### config.mk
export PLATFORM = sky130hd
export DESIGN_NAME = ram_program_loader
export DESIGN_NICKNAME = d
export VERILOG_FILES = /design/src/rtl/loader_pkg.sv /design/src/rtl/loader_checksum.sv /design/src/rtl/ram_program_loader.sv
export SDC_FILE = /design/constraint.sdc
export NUM_CORES = 1
export LEC_CHECK = 0
export CORE_MARGIN = 10
export CORE_UTILIZATION = 43
export CTS_CLUSTER_SIZE = 16
export DETAILED_ROUTE_END_ITERATION = 6
export PLACE_DENSITY_LB_ADDON = 0.05
export REMOVE_ABC_BUFFERS = 1
export SLEW_MARGIN = 15
export SYNTH_ARGS = -nofsm -noshare
export SYNTH_HDL_FRONTEND = slang
export SYNTH_SLANG_ARGS = --single-unit
### constraint.sdc
create_clock -name clk -period 1.6 [get_ports clk]
set_input_delay 0.24 -clock clk [delete_from_list [all_inputs] [get_ports clk]]
set_output_delay 0.24 -clock clk [all_outputs]
set_load 0.01 [all_outputs]
### src/rtl/loader_pkg.sv
// Shared types and constants for the RAM program loader.
package loader_pkg;

    localparam int LOADER_RAM_BYTES_DEFAULT = 16;
    localparam int LOADER_LEN_MIN           = 1;

    typedef enum logic [2:0] {
        ST_IDLE  = 3'd0,
        ST_LEN   = 3'd1,
        ST_DATA  = 3'd2,
        ST_WRITE = 3'd3,
        ST_CHECK = 3'd4,
        ST_DONE  = 3'd5,
        ST_ERR   = 3'd6
    } state_e;

endpackage

### src/rtl/loader_checksum.sv
// 8-bit modulo-256 running sum over the frame's data bytes, with a compare
// against the byte currently presented on the stream.
module loader_checksum
    import loader_pkg::*;
(
    input  logic       clk,
    input  logic       rst,
    input  logic       clr,
    input  logic       add_en,
    input  logic [7:0] add_data,
    input  logic [7:0] cmp_data,
    output logic       match
);

    logic [7:0] sum_q, sum_d;

    // Clear takes priority so a new frame always starts from zero.
    always_comb begin
        sum_d = sum_q;
        if (clr) begin
            sum_d = 8'h00;
        end else if (add_en) begin
            sum_d = sum_q + add_data;
        end
    end

    // Accumulator register.
    always_ff @(posedge clk) begin
        if (rst) begin
            sum_q <= 8'h00;
        end else begin
            sum_q <= sum_d;
        end
    end

    assign match = (sum_q == cmp_data);

endmodule

### src/rtl/ram_program_loader.sv
// Framed byte-stream loader that fills the CPU program RAM and holds the CPU
// in reset while loading. Frame: length N, N data bytes, and a trailing
// checksum byte when LOADER_CHECKSUM_EN is defined.
module ram_program_loader
    import loader_pkg::*;
#(
    parameter int RAM_BYTES = LOADER_RAM_BYTES_DEFAULT,
    parameter int ADDR_W    = $clog2(RAM_BYTES)
) (
    input  logic              clk,
    input  logic              rst,
    input  logic              start,
    input  logic [7:0]        data_in,
    input  logic              data_valid,
    output logic              data_ready,
    output logic [ADDR_W-1:0] ram_addr,
    output logic [7:0]        ram_data,
    output logic              ram_we,
    output logic              cpu_hold,
    output logic              done,
    output logic              error
);

    // One extra bit so a length of exactly RAM_BYTES fits.
    localparam int LEN_W = ADDR_W + 1;

    state_e            state_q, state_d;
    logic [ADDR_W-1:0] addr_q, addr_d;
    logic [7:0]        data_q, data_d;
    logic [LEN_W-1:0]  len_q, len_d;

    logic xfer;
    logic len_bad;
    logic last_byte;
    logic enter_len;

    assign xfer      = data_valid && data_ready;
    assign len_bad   = (data_in < 8'(LOADER_LEN_MIN)) || (data_in > 8'(RAM_BYTES));
    assign last_byte = ({1'b0, addr_q} == (len_q - LEN_W'(1)));
    assign enter_len = start && ((state_q == ST_IDLE) || (state_q == ST_DONE) ||
                                 (state_q == ST_ERR));

`ifdef LOADER_CHECKSUM_EN
    logic sum_match;

    loader_checksum u_checksum (
        .clk      (clk),
        .rst      (rst),
        .clr      (enter_len),
        .add_en   ((state_q == ST_DATA) && xfer),
        .add_data (data_in),
        .cmp_data (data_in),
        .match    (sum_match)
    );
`endif

    // State register.
    always_ff @(posedge clk) begin
        if (rst) begin
            state_q <= ST_IDLE;
        end else begin
            state_q <= state_d;
        end
    end

    // Next-state logic; start is only honoured outside an active frame.
    always_comb begin
        state_d = state_q;
        case (state_q)
            ST_IDLE, ST_DONE, ST_ERR: begin
                if (start) state_d = ST_LEN;
            end
            ST_LEN: begin
                if (xfer) state_d = len_bad ? ST_ERR : ST_DATA;
            end
            ST_DATA: begin
                if (xfer) state_d = ST_WRITE;
            end
            ST_WRITE: begin
`ifdef LOADER_CHECKSUM_EN
                state_d = last_byte ? ST_CHECK : ST_DATA;
`else
                state_d = last_byte ? ST_DONE : ST_DATA;
`endif
            end
`ifdef LOADER_CHECKSUM_EN
            ST_CHECK: begin
                if (xfer) state_d = sum_match ? ST_DONE : ST_ERR;
            end
`endif
            default: state_d = ST_IDLE;
        endcase
    end

    // Moore outputs decoded from the current state.
    always_comb begin
        data_ready = (state_q == ST_LEN) || (state_q == ST_DATA) || (state_q == ST_CHECK);
        cpu_hold   = (state_q == ST_LEN) || (state_q == ST_DATA) || (state_q == ST_WRITE) ||
                     (state_q == ST_CHECK) || (state_q == ST_ERR);
        ram_we     = (state_q == ST_WRITE);
        done       = (state_q == ST_DONE);
        error      = (state_q == ST_ERR);
    end

    // Datapath: latch length, capture data on accept, advance address after each write.
    always_comb begin
        addr_d = addr_q;
        data_d = data_q;
        len_d  = len_q;
        if ((state_q == ST_LEN) && xfer && !len_bad) begin
            len_d  = LEN_W'(data_in);
            addr_d = '0;
        end
        if ((state_q == ST_DATA) && xfer) begin
            data_d = data_in;
        end
        if (state_q == ST_WRITE) begin
            addr_d = addr_q + ADDR_W'(1);
        end
    end

    // Datapath registers.
    always_ff @(posedge clk) begin
        if (rst) begin
            addr_q <= '0;
            data_q <= 8'h00;
            len_q  <= '0;
        end else begin
            addr_q <= addr_d;
            data_q <= data_d;
            len_q  <= len_d;
        end
    end

    assign ram_addr = addr_q;
    assign ram_data = data_q;

endmodule
* After elaboration in Yosys (flattened, before gate mapping)
Index checks and enable logic that the tools add are counted.
** Cells by class
- Multiply operators :: 0
- Shifts and indexed selects :: 0
- Multiplexer cells :: 8
- Div/mod/pow operators :: 0
- Bitwise logic cells :: 0
- $lt $le $gt $ge :: 2
- Reduce and logical (&&, ||, !) cells :: 15
- Add/subtract/negate cells :: 2
- Equal/unequal tests :: 10
** Operator list (count)
- 3-bit two-way mux :: 5
- 3-bit case mux with 4 select lines :: 1
- 3-bit equality test, second input constant :: 3
- 8-bit by 5-bit greater-than comparator with 1-bit output, second input constant :: 1
- 8-bit by 1-bit less-than comparator with 1-bit output, second input constant :: 1
- 4-bit two-way mux :: 2
- 3-bit by 2-bit equality test with 1-bit output, second input constant :: 2
- 1-bit logical OR :: 6
- 2-bit != test, second input constant :: 3
- 4-bit by 5-bit equality test with 1-bit output :: 1
- 5-bit by 1-bit subtractor with 5-bit output, second input constant :: 1
- 4-bit by 1-bit adder with 4-bit output, second input constant :: 1
- 1-bit logical AND :: 4
- 3-bit by 1-bit equality test with 1-bit output, second input constant :: 1
- 3-bit logical NOT :: 1
- 3-bit AND reduction :: 1
- 3-bit OR reduction :: 1
- 2-bit nonzero test :: 1
- 1-bit logical NOT :: 1
** Storage, ports and cells
- Input bits :: 12
- Word-level logic and storage cells :: 41
- Bits in registers :: 20
- Memory bits (writable) :: 0
- Latch bits :: 0
- Bits in read-only memories :: 0
- Memories kept :: 0

* Depth between registers and ports, before layout
- Word-level depth :: 8
- Mapped depth :: 6
- Depth with buffers taken out :: 6

* Worst setup path after synthesis
No wires, ideal clock.
- Path type :: flip-flop to flip-flop
- Start point :: reg len_q[0]
- End point :: reg state_q[2]
- Required time :: 1478 ps
- Path slack :: 39 ps
- Stages on the path, launching flop included :: 7
- Period minus slack after synthesis :: 1561 ps
- Arrival :: 1439 ps
- Cell sequence :: dfxtp_1 > inv_1 > ha_1 > xnor2_1 > a221oi_2 > o2111a_1 > o311a_1
** Between the ends
- Longest elaborated chain between the ends :: 4
** RTL lines
- start, declared :: line ram_program_loader.sv:30 : logic [LEN_W-1:0] len_q, len_d;
- start signal, assigned :: line ram_program_loader.sv:131 : len_q <= len_d;
- 5-bit by 1-bit subtractor with 5-bit output :: line ram_program_loader.sv:39 : assign last_byte = ({1'b0, addr_q} == (len_q - LEN_W'(1)));
- 4-bit by 5-bit equality test with 1-bit output :: line ram_program_loader.sv:39
- 3-bit two-way mux :: line ram_program_loader.sv:83 : state_d = last_byte ? ST_DONE : ST_DATA;
- 3-bit case mux with 4 select lines :: line ram_program_loader.sv:69 : case (state_q)
- end signal, assigned :: line ram_program_loader.sv:62 : state_q <= state_d;
- end, declared :: line ram_program_loader.sv:27 : state_e state_q, state_d;
No other way between the ends.
A chain may end at the register's enable or synchronous reset.

* Worst setup path in the final report
- Start point :: reg addr_q[2], in the netlist ram_addr[2]
- End point :: out ram_addr[2]
** RTL lines
- start, declared :: line ram_program_loader.sv:28 : logic [ADDR_W-1:0] addr_q, addr_d;
- start signal, assigned :: line ram_program_loader.sv:129 : addr_q <= addr_d;
- end, declared :: line ram_program_loader.sv:16 : output logic [ADDR_W-1:0] ram_addr,
No word-level cell between the ends.

==> metrics.md <==
| Metric | Value |
|---|---|
| Status | finished, final reports clean |
| Startpoint Class | register |
| DP HPWL | 2290 µm |
| Synth Register Bits | 20 |
| Avg Inst Size Synth | 9.20 µm² |
| # IOs | 29 |
| Final WL | 2890 µm |
| R2R Setup Slk | 0.07 ns |
| Setup Skew | 0.00364 ns |
| Vias per cell | 5.20 |
| Slew headroom | 0.801 |
| GR Overflow Total | 0 |
| Peak VDD IR | 1.05 mV |
| DRT iter0 DRCs | 85 |
| Post-synth EDFFs | 0 |
| Cts bufs inserted | 3 |
| Fmax | 0.649 GHz |
| Starting Density | 0.452 |
| CTS sink cnt | 20 |
| Latest clock arrival within the worst-skew pair | 0.30 ns |
| Area leader, netlist | dfxtp_1 |
| CTS tree | yes |
| Int Pwr | 1.15 mW |
| CP required | 1.36 ns |
| Crit-path max cell delay | 0.57 ns |
| Routability congestion estimate | 0.807 |
| Slew @ Worst Pin | 0.298 ns |
| First-pass GRT wire length | 4770 µm |
| Hold Violations, Final | 0 |
| Initial antenna violation count | 0 |
| Yosys warns | 0 |
| Sequence of cells on the critical path | clkdlybuf4s50_1 |
| Netlist cell types | 45 |
| Synthesized area | 1130 µm² |
| Combinational share of power | 0.471 |
| DR WL met2 | 1380 µm |
| Share of cells above drive strength 1 | 0.295 |
| Cells after Synth | 123 |
| CORE AREA | 2500 µm² |
| Final worst slack | 0.0598 ns |
| Buf/Inv on CP | 1 |
| Crit path time final | 1.54 ns |
| Leak | 0.672 nW |
| # setup viols final | 0 |
| Clock slew at reported path FFs | 0.11 ns |
| Seq/Total Area, Yosys | 0.354 |
| Diodes inserted | 0 |
| Critical path arrival | 1.30 ns |
| DR WL/cell | 14.0 µm |
| Vias | 1071 |
| Crit path capture type | output pin |
| Most frequent cell after synthesis | dfxtp_1 |
| Most frequent cells after synthesis | dfxtp_1 (20), nor2_1 (11), mux2i_1 (9) |
| Final worst path period share | 0.963 |
| Routed Antenna Nets | 0 |
| Largest net degree at the start of global routing | 12 |
| RSZ-0062 raised after global routing | yes |
| Drt drc | 0 |
| Horiz. Die Dim | 71.3 µm |
| Fin. max-slew vios | 0 |
| Num rows | 18 |
| Fraction of registers with async set/reset | 0 |
| Top-area cell type share of the netlist area | 0.354 |
| Primary FF master, synth | dfxtp_1 |
| Worst hold path type | reg2reg |
| Total power | 1.76 mW |
| PortBufs | 28 |
| WS Path Type | reg2out |
| Pwr/cell area | 1040 nW/µm² |
| Wire length on met3 | 211 µm |
| Die height | 71.3 µm |
| All-Layer GR Usage | 0.109 |
| CTS Buffer Depth | 2 |
| Vias in the first global route | 1098 |
| Placement-stage worst setup slack | -0.261 ns |
| Layout net count | 191 |
| Clock power frac | 0.168 |
| Area growth from synthesis to layout | 49.8% |
| Die area | 5080 µm² |
| Critical path peak fanout | 7 |
| Max-cap violation count | 0 |
| Filler cells | 222 |
| Slowest cell on crit path | clkdlybuf4s50_1 |
| CP delay by family, top | buffers and inverters |
| Sequential share of power | 0.361 |
| Max Used Layer | met4 |
| Number of iterations in the first detailed-routing pass | 4 |
| Routed length on met1 | 1280 µm |
| Psw | 0.607 mW |
| Number of H-tree levels | 1 |
| Sw frac | 0.346 |
| Synth area leaders | dfxtp_1 (35%), mux2i_1 (8.0%), nor2_1 (3.7%) |
| Clock root buffer | clkbuf_4 |
## kinds of logic (layout without fill, tap and decap cells)
kind of cell / count (synthesis) / after routing / synth area share
xor+xnor: 7 / 7 / 0.0542
compound gates: 31 / 31 / 0.190
fa+ha+maj: 2 / 2 / 0.0221
flops: 20 / 20 / 0.354
buf+inv: 14 / 67 / 0.0664
mux: 10 / 10 / 0.0929
simple gates: 39 / 39 / 0.220
## cells in the final DEF (no fill, tap or decap), drive strengths merged, types with 8 or more instances in the layout
master         count
a21oi              8
buf               27
clkdlybuf4s50     23
dfxtp             20
inv                8
mux2i              9
nand3              8
nor2              12
o21ai              9
## worst min-delay path: stages, from the launching register on
cell and delay, ns:
dfxtp_1 0.34, mux2i_1 0.06, nor2_1 0.07
## metal layers
metal | vias to the layer above | global-route usage
met5 | - | 0
met4 | 0 | 0.0237
met2 | 31 | 0.185
li1 | 557 | -
met3 | 4 | 0.0399
met1 | 479 | 0.127
## final cells by class
type | count | area (µm²) | share of cell area
Timing Repair Buffer | 55 | 489 | 0.289
Sequential cell | 20 | 415 | 0.245
Tap cell | 30 | 37.5 | 0.0222
Inverter | 8 | 30.0 | 0.0177
Clock buffer | 4 | 36.3 | 0.0214
Multi-Input combinational cell | 89 | 686 | 0.405
## repair_timing
item | CTS | global route
endpoints found under the hold margin | 0 | 0
pin swaps | 1 | 1
cloned | 0 | 0
setup buffers | 0 | 1
gates resized for setup | 13 | 7
endpoints found under the setup margin | 8 | 5
hold buffers | 0 | 0
## power groups by stage
| stage | clock, mW | combinational [mW] | sequential, mW |
|---|---|---|---|
| after global routing | 0.323 | 0.901 | 0.644 |
| after CTS | 0.300 | 0.823 | 0.629 |
| after floorplan | 0 | 0.351 | 0.660 |
| after detailed placement | 0 | 0.855 | 0.625 |
| final | 0.295 | 0.826 | 0.634 |
| after global placement | 0 | 0.849 | 0.620 |
## per-stage QoR
stage	std cells	util	TNS (ns)	hold WS (ns)	area [µm²]
final	206	0.678	0	0.505	1690
after global routing	206	0.678	-0.0197	0.554	1690
after CTS	205	0.662	0	0.514	1660
after detailed placement	201	0.645	-1.88	0.486	1610
after global placement	201	0.645	-1.63	0.476	1610
after floorplan	117	-	0	0.309	1090
## registers in the layout (all words and copies together), names as in the netlist
register  count
ram_data      8
len_q         5
ram_addr      4
state_q       3
## final timing paths
path / from / end / depth (start not counted)
hold reg to reg: ram_data[7] / ram_data[7] / 2
hold / removal: ram_data[7] / ram_data[7] / 2
setup reg to reg: len_q[0] / state_q[2] / 6
setup / recovery: ram_addr[2] / ram_addr[2] / 1
Power figures use the tool's default switching activity.
